$ cat config.mk
export PLATFORM = sky130hd
export DESIGN_NAME = uart_cmd_rx
export DESIGN_NICKNAME = d
export VERILOG_FILES = /design/src/rtl/uart_cmd_pkg.sv /design/src/rtl/uart_byte_rx.sv /design/src/rtl/uart_cmd_rx.sv
export SDC_FILE = /design/constraint.sdc
export NUM_CORES = 1
export LEC_CHECK = 0
export BUFFER_PORTS_ARGS = -buffer_cell sky130_fd_sc_hd__buf_2
export CORE_ASPECT_RATIO = 1.5
export CORE_UTILIZATION = 45
export CTS_CLUSTER_DIAMETER = 50
export DETAILED_ROUTE_END_ITERATION = 10
export PLACE_DENSITY = 0.71
export SKIP_CTS_REPAIR_TIMING = 1
export SYNTH_ARGS = -nofsm -noshare
export SYNTH_HDL_FRONTEND = slang
export SYNTH_HIERARCHICAL = 1
export SYNTH_SLANG_ARGS = --single-unit
$ cat constraint.sdc
create_clock -name Clk -period 2.8 [get_ports Clk]
set_input_delay 0 -clock Clk [delete_from_list [all_inputs] [get_ports Clk]]
set_output_delay 0 -clock Clk [all_outputs]
set_load 0.05 [all_outputs]
$ cat src/rtl/uart_cmd_pkg.sv
// Shared types and default constants for the UART command receiver.
package uart_cmd_pkg;

  localparam int         DEF_CLKS_PER_BIT = 1085;
  localparam logic [7:0] DEF_SYNC_BYTE    = 8'hA5;
  localparam int         DEF_TIMEOUT_CLKS = 12500000;

  typedef enum logic [2:0] {
    B_IDLE,
    B_START,
    B_DATA,
    B_STOP,
    B_WAIT_HIGH
  } byte_state_t;

  typedef enum logic [1:0] {
    P_SYNC,
    P_CMD,
    P_ARG
`ifdef UART_CMD_RX_CHECKSUM_EN
    , P_CHK
`endif
  } parser_state_t;

endpackage

$ cat src/rtl/uart_byte_rx.sv
// 8N1 byte receiver: 2-FF line synchroniser followed by the byte FSM.
//
// state       | meaning
// B_IDLE      | line idle, waiting for a low level
// B_START     | timing to mid start bit to reject glitches
// B_DATA      | sampling 8 data bits, LSB first, one per bit period
// B_STOP      | sampling the stop bit at mid-bit
// B_WAIT_HIGH | stop bit was low; wait for the line to return high
module uart_byte_rx
  import uart_cmd_pkg::*;
#(
  parameter int CLKS_PER_BIT = DEF_CLKS_PER_BIT
) (
  input  logic       Clk,
  input  logic       i_Rst_n,
  input  logic       i_RX,
  output logic [7:0] o_Byte,
  output logic       o_Byte_Valid,
  output logic       o_Frame_Err
);

  localparam int             CW       = $clog2(CLKS_PER_BIT);
  localparam logic [CW-1:0]  CNT_LAST = CW'(CLKS_PER_BIT - 1);
  localparam logic [CW-1:0]  CNT_HALF = CW'((CLKS_PER_BIT - 1) / 2);

  logic        rx_meta;
  logic        rx_s;
  byte_state_t bstate;
  logic [CW-1:0] cnt;
  logic [2:0]  bit_idx;
  logic [7:0]  shreg;

  // Bring the asynchronous line into the clock domain; idles high.
  always_ff @(posedge Clk) begin
    if (!i_Rst_n) begin
      rx_meta <= 1'b1;
      rx_s    <= 1'b1;
    end else begin
      rx_meta <= i_RX;
      rx_s    <= rx_meta;
    end
  end

  // Byte FSM: mid-bit sampling, stop-bit check, registered strobes.
  always_ff @(posedge Clk) begin
    if (!i_Rst_n) begin
      bstate       <= B_IDLE;
      cnt          <= '0;
      bit_idx      <= '0;
      shreg        <= '0;
      o_Byte       <= '0;
      o_Byte_Valid <= 1'b0;
      o_Frame_Err  <= 1'b0;
    end else begin
      o_Byte_Valid <= 1'b0;
      o_Frame_Err  <= 1'b0;
      case (bstate)
        B_IDLE: begin
          cnt <= '0;
          if (!rx_s) bstate <= B_START;
        end
        B_START: begin
          if (cnt == CNT_HALF) begin
            cnt     <= '0;
            bit_idx <= '0;
            bstate  <= rx_s ? B_IDLE : B_DATA;
          end else begin
            cnt <= cnt + 1'b1;
          end
        end
        B_DATA: begin
          if (cnt == CNT_LAST) begin
            cnt     <= '0;
            shreg   <= {rx_s, shreg[7:1]};
            bit_idx <= bit_idx + 1'b1;
            if (bit_idx == 3'd7) bstate <= B_STOP;
          end else begin
            cnt <= cnt + 1'b1;
          end
        end
        B_STOP: begin
          if (cnt == CNT_LAST) begin
            cnt <= '0;
            if (rx_s) begin
              o_Byte       <= shreg;
              o_Byte_Valid <= 1'b1;
              bstate       <= B_IDLE;
            end else begin
              o_Frame_Err  <= 1'b1;
              bstate       <= B_WAIT_HIGH;
            end
          end else begin
            cnt <= cnt + 1'b1;
          end
        end
        B_WAIT_HIGH: begin
          if (rx_s) bstate <= B_IDLE;
        end
        default: bstate <= B_IDLE;
      endcase
    end
  end

endmodule

$ cat src/rtl/uart_cmd_rx.sv
// UART command receiver: byte receiver plus frame parser with inter-byte
// timeout. Define UART_CMD_RX_CHECKSUM_EN for 4-byte frames carrying a
// cmd^arg checksum; otherwise frames are sync, cmd, arg.
//
// state  | meaning
// P_SYNC | waiting for the sync byte
// P_CMD  | next byte is the command
// P_ARG  | next byte is the argument
// P_CHK  | next byte is the checksum (checksum builds only)
module uart_cmd_rx
  import uart_cmd_pkg::*;
#(
  parameter int         CLKS_PER_BIT = DEF_CLKS_PER_BIT,
  parameter logic [7:0] SYNC_BYTE    = DEF_SYNC_BYTE,
  parameter int         TIMEOUT_CLKS = DEF_TIMEOUT_CLKS
) (
  input  logic       Clk,
  input  logic       i_Rst_n,
  input  logic       i_RX,
  output logic [7:0] o_Byte,
  output logic       o_Byte_Valid,
  output logic [7:0] o_Cmd,
  output logic [7:0] o_Arg,
  output logic       o_Cmd_Valid,
  output logic       o_Frame_Err,
  output logic       o_Chk_Err,
  output logic       o_Busy
);

  localparam int              TW       = $clog2(TIMEOUT_CLKS);
  localparam logic [TW-1:0]   TMO_LAST = TW'(TIMEOUT_CLKS - 1);

  parser_state_t pstate;
  logic [TW-1:0] tmo_cnt;
  logic [7:0]    pend_cmd;
`ifdef UART_CMD_RX_CHECKSUM_EN
  logic [7:0]    pend_arg;
`endif

  uart_byte_rx #(
    .CLKS_PER_BIT (CLKS_PER_BIT)
  ) u_byte_rx (
    .Clk          (Clk),
    .i_Rst_n      (i_Rst_n),
    .i_RX         (i_RX),
    .o_Byte       (o_Byte),
    .o_Byte_Valid (o_Byte_Valid),
    .o_Frame_Err  (o_Frame_Err)
  );

  assign o_Busy = (pstate != P_SYNC);

`ifndef UART_CMD_RX_CHECKSUM_EN
  assign o_Chk_Err = 1'b0;
`endif

  // Parser FSM; a received byte takes priority over abort by timeout or framing error.
  always_ff @(posedge Clk) begin
    if (!i_Rst_n) begin
      pstate      <= P_SYNC;
      tmo_cnt     <= '0;
      pend_cmd    <= '0;
      o_Cmd       <= '0;
      o_Arg       <= '0;
      o_Cmd_Valid <= 1'b0;
`ifdef UART_CMD_RX_CHECKSUM_EN
      pend_arg    <= '0;
      o_Chk_Err   <= 1'b0;
`endif
    end else begin
      o_Cmd_Valid <= 1'b0;
`ifdef UART_CMD_RX_CHECKSUM_EN
      o_Chk_Err   <= 1'b0;
`endif
      if (o_Byte_Valid) begin
        tmo_cnt <= '0;
        case (pstate)
          P_SYNC: begin
            if (o_Byte == SYNC_BYTE) pstate <= P_CMD;
          end
          P_CMD: begin
            pend_cmd <= o_Byte;
            pstate   <= P_ARG;
          end
          P_ARG: begin
`ifdef UART_CMD_RX_CHECKSUM_EN
            pend_arg <= o_Byte;
            pstate   <= P_CHK;
`else
            o_Cmd       <= pend_cmd;
            o_Arg       <= o_Byte;
            o_Cmd_Valid <= 1'b1;
            pstate      <= P_SYNC;
`endif
          end
`ifdef UART_CMD_RX_CHECKSUM_EN
          P_CHK: begin
            if (o_Byte == (pend_cmd ^ pend_arg)) begin
              o_Cmd       <= pend_cmd;
              o_Arg       <= pend_arg;
              o_Cmd_Valid <= 1'b1;
            end else begin
              o_Chk_Err   <= 1'b1;
            end
            pstate <= P_SYNC;
          end
`endif
          default: pstate <= P_SYNC;
        endcase
      end else if (pstate == P_SYNC) begin
        tmo_cnt <= '0;
      end else if (o_Frame_Err || tmo_cnt == TMO_LAST) begin
        pstate  <= P_SYNC;
        tmo_cnt <= '0;
      end else begin
        tmo_cnt <= tmo_cnt + 1'b1;
      end
    end
  end

endmodule

==> flow_summary.json <==
{
  "viasPerCell": 5.611,
  "arrival_ns": 2.48,
  "power_leakage_nw": 1.589,
  "hold_path_class": "reg2reg",
  "cp_num_buf_inv": 0,
  "vdd_ir_drop_max_mv": 0.3174,
  "fillers": 778,
  "hpwl_microns": 5562,
  "grt_max_degree": 28,
  "reg2reg_depth": 5,
  "antenna_found_initial": 0,
  "dp.cells": 577,
  "clock-root-buffer": "clkbuf_16",
  "drive_gt1_share_pct": 14.72,
  "synth-edff-count": 0,
  "end_kind": "flop",
  "syn_to_final_growth_pct": 14.83,
  "hold_violations": 0,
  "crit_required_ns": 3.06,
  "ios": 32,
  "portBuffers": 30,
  "period_share_pct": 79.29,
  "avgSynthCellArea_sq_um": 8.695,
  "worstSetupPathType": "reg2reg",
  "fin_util_pct": 53.79,
  "grt_pass1_wl_microns": 13860,
  "n_antenna_cell": 0,
  "seq_area_frac_synth_pct": 44.43,
  "wl_microns": 8135,
  "async_reset_ff_share_pct": 0,
  "gp_congestion": 0.8202,
  "drtIter0Drc": 153,
  "hold_depth": 1,
  "dr_wl_met3_microns": 199,
  "setup_tns_ns": 0,
  "yosysWarningCount": 6,
  "grt_usage_pct": 18.97,
  "start_util_pct": 46.84,
  "placed_area_sq_um": 4189,
  "row_count": 41,
  "hp-start": "u_byte_rx/rx_meta",
  "rsz0062_at_grt": "no",
  "status": "finished, final reports clean",
  "dieArea_sq_um": 9199,
  "power_density_nw_per_um2": 578.6,
  "cts_sinks": 88,
  "syn_inst": 456,
  "tightest_slew_ns": 0.7868,
  "crit_chain": "ha_1 > nand4_2 > or3_1 > or4_1 > a211oi_2",
  "first_pass_iters": 4,
  "syn_area_sq_um": 3965,
  "drc": 0,
  "wirelength_met1_microns": 3580,
  "r2r_end": "tmo_cnt[20]",
  "fin_ws_ns": 0.5799,
  "design_area_sq_um": 4553,
  "synth_fp_nets": 465,
  "worst_hold_path.endpoint": "u_byte_rx/rx_s",
  "die_h_microns": 117.0,
  "numCtsBuffers": 9,
  "fin_cells": 596,
  "finalClockSkew_ns": 0.009407,
  "slew_viol_final": 0,
  "die_w_microns": 78.65,
  "cpMaxStageDelayCell": "or3_1",
  "synth_cell_type_count": 62,
  "core_sq_um": 8464,
  "grt_pass1_vias": 3116,
  "ant_nets": 0,
  "ys_ff_latch": 88,
  "cts.clk_slew.worst_paths_ns": 0.07,
  "synth-main-ff-cell": "dfxtp_1",
  "critPathMaxStageDelay_ns": 0.56,
  "r2r_slack_ns": 0.58,
  "crit_path_start_kind": "flop",
  "clk_latency_ns": 0.34,
  "globalRouteOverflowTotal": 0,
  "met2_wirelength_microns": 4211,
  "setup_violations": 0,
  "path_max_fanout": 9,
  "cts_tree": "done",
  "timing.rr.start": "tmo_cnt[0]",
  "nNetsFinal": 493,
  "wl_per_cell_microns": 13.65,
  "clock_path_buffers": 2,
  "place_ws_ns": 0.6100,
  "top_layer_used": "met4",
  "maxCapViolCount": 0,
  "relSlewSlack_pct": 47.43,
  "critPathTopFamily": "simple AND/OR/NAND/NOR gates",
  "max_freq_mhz": 450.4,
  "h-tree-depth": 3,
  "period_minus_slack_ns": 2.220,
  "num_vias": 3344
}
-- metal layers --
metal  global-route usage, %  vias up
met5                       0        -
met4                   8.765        0
met3                   3.488       12
met2                   34.32       40
met1                   21.47     1594
li1                        -     1698
-- registers in the layout (all words and copies together) (netlist names) --
register / cells
o_Arg: 8
o_Cmd: 8
o_Cmd_Valid: 1
pend_cmd: 8
pstate: 2
tmo_cnt: 24
u_byte_rx/bit_idx: 3
u_byte_rx/bstate: 3
u_byte_rx/cnt: 11
u_byte_rx/o_Byte: 8
u_byte_rx/o_Byte_Valid: 1
u_byte_rx/o_Frame_Err: 1
u_byte_rx/rx_meta: 1
u_byte_rx/rx_s: 1
u_byte_rx/shreg: 8
-- cells in the mapped netlist (3+ instances only) --
cell | count | area, sq um
dfxtp_1 | 88 | 1762
nand2_1 | 72 | 270.3
a21oi_1 | 31 | 155.2
nor2_1 | 30 | 112.6
nand3_1 | 22 | 110.1
nor3_1 | 20 | 100.1
o21ai_0 | 20 | 100.1
mux2i_1 | 16 | 160.2
clkbuf_1 | 15 | 56.30
inv_1 | 12 | 45.04
xnor2_1 | 11 | 96.34
nand4_1 | 8 | 50.05
nor4_1 | 8 | 50.05
a211oi_2 | 6 | 75.07
ha_1 | 6 | 75.07
o31ai_1 | 6 | 45.04
or4_1 | 6 | 45.04
a211oi_1 | 5 | 37.54
nand2b_1 | 5 | 31.28
or3_1 | 5 | 31.28
nand4b_1 | 4 | 35.03
o211ai_1 | 4 | 30.03
a311oi_1 | 3 | 26.28
and2_1 | 3 | 18.77
nor3b_1 | 3 | 22.52
-- layout by cell type (no fill, tap or decap), types with 8 or more instances in the layout --
cell type	instances
buf_2	30
nor3_1	20
o21ai_0	20
nand4_1	8
nor2_1	29
buf_4	9
clkbuf_16	9
xnor2_1	11
dfxtp_1	88
nand3_1	22
nand2_1	72
a21oi_1	31
mux2i_1	16
nor4_1	8
inv_1	12
-- logic make-up after synthesis --
logic type	count (synthesis)	synth area share, %
compound gates	90	14.96
xor+xnor	13	2.872
fa+ha+maj	6	1.893
buf+inv	38	4.796
flops	88	44.43
mux	16	4.039
other cells	1	0.09458
simple gates	204	26.92
-- how the worst max path moves through the flow --
| stage | depth (start not counted) | slack [ns] | endpoint | startpoint |
|---|---|---|---|---|
| 2_1_floorplan | 6 | 0.77 | tmo_cnt[18] | tmo_cnt[0] |
| 3_3_place_gp | 5 | 0.69 | tmo_cnt[22] | tmo_cnt[0] |
| 3_5_place_dp | 5 | 0.61 | tmo_cnt[18] | tmo_cnt[0] |
| 4_1_cts | 5 | 0.57 | tmo_cnt[20] | tmo_cnt[0] |
| 5_1_grt | 5 | 0.47 | tmo_cnt[20] | tmo_cnt[0] |
| 6_report | 5 | 0.58 | tmo_cnt[20] | tmo_cnt[0] |
-- power breakdown --
part	switching (mW)	internal, mW	total, mW
Combinational	0.0326	0.0149	0.0475
Sequential	0.00406	1.25	1.26
Clock	0.510	0.819	1.33
-- through the flow --
stage / power (mW) / hold WS (ns)
global route: 2.725 / 0.4229
detailed placement: 1.331 / 0.1825
finish: 2.634 / 0.4103
floorplan: 1.319 / 0.07304
global placement: 1.330 / 0.1862
CTS: 2.652 / -0.1694
-- cell type report --
class / count / area [sq um] / share of cell area, %
clock buffer: 10 / 239.0 / 5.249
clock inverter: 6 / 95.09 / 2.088
inverter: 13 / 48.80 / 1.072
multi-input combinational: 330 / 2027 / 44.52
sequential: 88 / 1762 / 38.69
tap: 107 / 133.9 / 2.940
timing repair buffer: 42 / 247.7 / 5.441
Note: power is estimated with default switching activity, not from simulation.
